### src/rtl/screen_spi_tx.sv
`default_nettype none
// ============================================================================
// Module      : screen_spi_tx
// Description : Byte serializer for the static-screen display link. Consumes
//               the divided clock sck_in as a synchronous level, accepts bytes
//               over valid/ready, and drives the panel pins in SPI mode 0,
//               MSB first, with a chip-select gap after the last byte.
// Revision    : 1.0 - initial release
// ============================================================================
module screen_spi_tx #(
  parameter int GAP_SCK = 2
) (
  input  logic       clk_fpga,
  input  logic       rst_n,
  input  logic       sck_in,
  input  logic [7:0] tx_data,
  input  logic       tx_dc,
  input  logic       tx_last,
  input  logic       tx_valid,
  output logic       tx_ready,
  output logic       busy,
  output logic       lcd_sck,
  output logic       lcd_mosi,
  output logic       lcd_dc,
  output logic       lcd_cs_n
);

  // Gap counter only has to reach GAP_SCK-1; keep at least one bit so the
  // counter stays legal when the gap is disabled.
  localparam int              c_GW       = (GAP_SCK > 1) ? $clog2(GAP_SCK) : 1;
  localparam logic [c_GW-1:0] c_GAP_LAST = c_GW'((GAP_SCK > 0) ? (GAP_SCK - 1) : 0);

  typedef enum logic [2:0] {
    S_IDLE  = 3'd0,
    S_ALIGN = 3'd1,
    S_SHIFT = 3'd2,
    S_NEXT  = 3'd3,
    S_GAP   = 3'd4
  } state_t;

  state_t          r_state;
  logic            r_sck_d;
  logic [7:0]      r_shreg;
  logic            r_dc;
  logic            r_last;
  logic [2:0]      r_bitcnt;
  logic [c_GW-1:0] r_gapcnt;
  logic            r_lcd_sck;
  logic            r_lcd_mosi;
  logic            r_lcd_dc;
  logic            r_lcd_cs_n;

  logic w_rise;
  logic w_fall;
  logic w_accept;

  assign w_rise   = sck_in & ~r_sck_d;
  assign w_fall   = ~sck_in & r_sck_d;
  assign tx_ready = (r_state == S_IDLE) || (r_state == S_NEXT);
  assign busy     = (r_state != S_IDLE);
  assign w_accept = tx_valid & tx_ready;

  assign lcd_sck  = r_lcd_sck;
  assign lcd_mosi = r_lcd_mosi;
  assign lcd_dc   = r_lcd_dc;
  assign lcd_cs_n = r_lcd_cs_n;

  // Delayed copy of the divided clock for edge detection.
  always_ff @(posedge clk_fpga or negedge rst_n) begin
    if (!rst_n) begin
      r_sck_d <= 1'b0;
    end else begin
      r_sck_d <= sck_in;
    end
  end

  // Transaction FSM: handshake, bit alignment, shifting and chip-select gap.
  always_ff @(posedge clk_fpga or negedge rst_n) begin
    if (!rst_n) begin
      r_state    <= S_IDLE;
      r_shreg    <= 8'h00;
      r_dc       <= 1'b0;
      r_last     <= 1'b0;
      r_bitcnt   <= 3'd0;
      r_gapcnt   <= '0;
      r_lcd_sck  <= 1'b0;
      r_lcd_mosi <= 1'b0;
      r_lcd_dc   <= 1'b0;
      r_lcd_cs_n <= 1'b1;
    end else begin
      case (r_state)
        S_IDLE: begin
          r_lcd_cs_n <= 1'b1;
          r_lcd_sck  <= 1'b0;
          if (w_accept) begin
            r_shreg    <= tx_data;
            r_dc       <= tx_dc;
            r_last     <= tx_last;
            r_lcd_cs_n <= 1'b0;
            r_state    <= S_ALIGN;
          end
        end

        // Wait for a full sck_in fall so the first lcd_sck pulse is never short.
        S_ALIGN: begin
          r_lcd_cs_n <= 1'b0;
          r_lcd_sck  <= 1'b0;
          if (w_fall) begin
            r_lcd_mosi <= r_shreg[7];
            r_lcd_dc   <= r_dc;
            r_bitcnt   <= 3'd0;
            r_state    <= S_SHIFT;
          end
        end

        S_SHIFT: begin
          if (w_rise) begin
            r_lcd_sck <= 1'b1;
          end
          if (w_fall) begin
            r_lcd_sck <= 1'b0;
            if (r_bitcnt == 3'd7) begin
              if (r_last) begin
                r_lcd_cs_n <= 1'b1;
                r_gapcnt   <= '0;
                r_state    <= (GAP_SCK == 0) ? S_IDLE : S_GAP;
              end else begin
                r_state <= S_NEXT;
              end
            end else begin
              r_shreg    <= {r_shreg[6:0], 1'b0};
              r_bitcnt   <= r_bitcnt + 3'd1;
              r_lcd_mosi <= r_shreg[6];
            end
          end
        end

        // Chip select held low; a fall coinciding with accept is left for ALIGN.
        S_NEXT: begin
          r_lcd_cs_n <= 1'b0;
          r_lcd_sck  <= 1'b0;
          if (w_accept) begin
            r_shreg <= tx_data;
            r_dc    <= tx_dc;
            r_last  <= tx_last;
            r_state <= S_ALIGN;
          end
        end

        S_GAP: begin
          r_lcd_cs_n <= 1'b1;
          r_lcd_sck  <= 1'b0;
          if (w_fall) begin
            if (r_gapcnt == c_GAP_LAST) begin
              r_state <= S_IDLE;
            end else begin
              r_gapcnt <= r_gapcnt + 1'b1;
            end
          end
        end

        default: begin
          r_lcd_cs_n <= 1'b1;
          r_lcd_sck  <= 1'b0;
          r_state    <= S_IDLE;
        end
      endcase
    end
  end

endmodule
`default_nettype wire

### config.mk
export PLATFORM = sky130hd
export DESIGN_NAME = screen_spi_tx
export DESIGN_NICKNAME = d
export VERILOG_FILES = /design/src/rtl/screen_spi_tx.sv
export SDC_FILE = /design/constraint.sdc
export NUM_CORES = 1
export LEC_CHECK = 0
export CELL_PAD_IN_SITES_DETAIL_PLACEMENT = 0
export CELL_PAD_IN_SITES_GLOBAL_PLACEMENT = 1
export CORE_AREA = 2 2 61 63
export CTS_BUF_LIST = sky130_fd_sc_hd__clkbuf_16
export DETAILED_ROUTE_END_ITERATION = 10
export DIE_AREA = 0 0 63 65
export GPL_ROUTABILITY_DRIVEN = 0
export PLACE_DENSITY = 0.79
export SLEW_MARGIN = 20
export SYNTH_ARGS = -nofsm -noshare
export SYNTH_HDL_FRONTEND = slang
export SYNTH_SLANG_ARGS = --single-unit
### constraint.sdc
create_clock -name clk_fpga -period 1.7 [get_ports clk_fpga]
set_clock_uncertainty 0.1 [all_clocks]
set_input_delay 0.34 -clock clk_fpga [delete_from_list [all_inputs] [get_ports clk_fpga]]
set_output_delay 0.34 -clock clk_fpga [all_outputs]
set_load 0.1 [all_outputs]
==> flow_metrics.tcl <==
set metrics [dict create \
    status "finished with violations" \
    violations "negative setup slack" \
    final_antenna_net_count 0 \
    die_x_um 63 \
    vias 1025 \
    holdWs_ns 0.148 \
    ctsRootBufferMaster "clkbuf_16" \
    hpwl_um 1990 \
    synth_area_um2 1200 \
    endpoint_kind "output port" \
    synth_edf_count 0 \
    wirelength_um 2870 \
    maxCapViolations 0 \
    path_cells "xor2_2, nor2_2, buf_12, buf_12" \
    start_kind "flip-flop" \
    diodes 0 \
    seq_area_frac_synth 0.461 \
    critical_path_required_ns 1.26 \
    worst_slack_ns -0.0875 \
    r2r-start "r_state[1]" \
    syn_inst 119 \
    async_reset_ff_frac 1.00 \
    setup_viol 4 \
    maxSlewHeadroom 0.803 \
    grt_pass1_wl_um 4950 \
    antenna_found_initial 0 \
    core_area_um2 3500 \
    drc 0 \
    hold_viol 0 \
    path_buf_inv 2 \
    grt_max_degree 23 \
    final_util 0.529 \
    avgSynthCellArea_um2 10.1 \
    cts_buffers 3 \
    layout-drive-gt1-share 0.408 \
    cts_tree "yes" \
    crit_slowest_cell "dfrtp_2" \
    r2r-end "r_dc" \
    hp-class "in2reg" \
    dr.pass1.iters 4 \
    r2r_cells 6 \
    globalRouteOverflowTotal 0 \
    grt_pass1_vias 1063 \
    die_h_um 65 \
    ios 20 \
    initialDrtViolationCount 24 \
    critPathArrivalTime_ns 1.35 \
    port_buffers 19 \
    htreeDepth 1 \
    nets 175 \
    critPathMaxFanout 5 \
    whs_path_depth 1 \
    powerDensity_nw_per_um2 2290 \
    dieArea_um2 4100 \
    seq_area_um2 554 \
    grt.total_usage 0.152 \
    syn_to_final_growth_pct 54.7 \
    tightest_slew_ns 0.295 \
    clock_path_buffers 2 \
    path_clk_slew_ns 0.06 \
    clock_sinks 22 \
    avgRoutedWirePerCell_um 14.0 \
    rsz0062_at_grt "true" \
    min_period_ns 1.79 \
    holdCritStartpoint "sck_in" \
    detail_route.vias_per_cell 5.00 \
    synth_cell_types 36 \
    fillers 311 \
    ys.flop_type "dfrtp_1" \
    synth_warnings 0 \
    final-max-slew-violation-count 0 \
    finalSetupTns_ns -0.210 \
    vdd_drop_max_uv 1720 \
    worstSetupPathType "reg2out" \
    crit_path_frequent_cell "buf_12" \
    start_util 0.342 \
    syn_nets 136 \
    rows 22 \
    max_freq_ghz 0.559 \
    slowest_delay_ns 0.46 \
    path_delay_family "flip-flops" \
    fin_crit_sh 1.05 \
    clkLatencyLatePin_ns 0.25 \
    ys_ff_latch 22 \
    r2r_slack_ns -0.03 \
    whs_endpoint "r_sck_d" \
    multiInputGateArea_um2 681 \
    p_leak_uw 0.000780 \
]
power by group:
part | internal [uW] | switching, uW
registers | 770 | 224
clock network | 314 | 181
logic | 1270 | 1480
total | 2350 | 1880
worst max-delay path by stage:
stage | from | end | cells past startpoint
floorplan | r_bitcnt[0] | r_shreg[0] | 6
global placement | sck_in | lcd_dc | 6
detailed placement | sck_in | r_shreg[1] | 8
CTS | r_state[0] | tx_ready | 4
global route | r_state[1] | tx_ready | 4
finish | r_state[1] | tx_ready | 4
cells in the final DEF, fill, tap and decap left out, drive strengths merged:
master / n
a211oi: 1
a21boi: 1
a21oi: 14
a22oi: 2
a31oi: 3
a41o: 1
and2: 1
buf: 28
clkbuf: 3
clkdlybuf4s50: 12
clkinv: 1
clkinvlp: 1
dfrtp: 21
dfstp: 1
dlymetal6s2s: 1
ha: 3
inv: 5
mux2: 3
mux2i: 8
nand2: 5
nand2b: 2
nand3: 3
nand4: 1
nand4bb: 1
nor2: 17
nor3: 3
nor3b: 2
o21a: 1
o21ai: 6
o221a: 1
o31ai: 1
o32a: 1
or3b: 2
xor2: 1
worst reg2reg max path, cell delays in order (launching register included):
cell	delay, ns
dfrtp_2	0.46
xor2_2	0.24
nor2_2	0.07
buf_12	0.14
buf_4	0.18
nand2_2	0.10
mux2_2	0.33
logic make-up (layout without fill, tap and decap cells):
group	Yosys count	after routing	synth area share
multiplexers	11	11	0.0952
XOR/XNOR	1	1	0.00732
buffers and inverters	13	51	0.0607
flip-flops	22	22	0.461
AND/OR/NAND/NOR	37	37	0.162
AO/OA/AOI/OAI	32	32	0.182
adder cells (fa/ha/maj)	3	3	0.0314
cell type report:
class / instances / area share
Clock buffer: 3 / 0.0406
Clock inverter: 1 / 0.00203
Inverter: 6 / 0.0142
Multi-Input combinational cell: 84 / 0.368
Sequential cell: 22 / 0.300
Tap cell: 48 / 0.0325
Timing Repair Buffer: 41 / 0.243
synth_stat cells (2+ instances only):
cell,count,share of area
a21oi_1,12,0.050
buf_2,4,0.017
a31oi_1,2,0.010
a21oi_2,2,0.015
mux2i_1,8,0.067
nand3_1,3,0.013
buf_6,2,0.019
nor3_1,2,0.0084
nor2_2,2,0.010
nor3b_1,2,0.013
nor2_1,15,0.047
nand2_1,5,0.016
a22oi_1,2,0.013
o21ai_0,6,0.025
dfrtp_1,21,0.44
inv_1,6,0.019
mux2_2,3,0.028
nand2b_1,2,0.010
ha_1,3,0.031
registers in the layout (all words and copies together), names as in the netlist:
name / cells
r_state: 3
r_last: 1
r_gapcnt: 1
lcd_mosi: 1
lcd_dc: 1
r_bitcnt: 3
r_shreg: 8
lcd_sck: 1
lcd_cs_n: 1
r_dc: 1
r_sck_d: 1
metal layers:
metal | track usage | part of all wire
met1 | 0.190 | 0.44
met2 | 0.258 | 0.50
met3 | 0.0278 | 0.043
met4 | 0.0639 | 0.024
met5 | 0 | 0
through the flow:
| stage | std cells | cell area (um2) | total power, uW | setup WS (ns) |
|---|---|---|---|---|
| 6_report | 205 | 1850 | 4230 | -0.0875 |
| 5_1_grt | 205 | 1850 | 4480 | -0.125 |
| 4_1_cts | 201 | 1770 | 4080 | -0.0797 |
| 3_5_place_dp | 193 | 1590 | 3360 | -0.346 |
| 3_3_place_gp | 193 | 1590 | 3280 | -0.295 |
| 2_1_floorplan | 119 | 1200 | 2530 | 0.0101 |
timing repair:
action | CTS | global route
buffers inserted | 4 | 4
hold buffers | 0 | 0
resized for setup | 14 | 16
endpoints found under the hold margin | 0 | 0
endpoints found under the setup margin | 16 | 20
pin swaps | 4 | 4
Power figures use the tool's default switching activity.
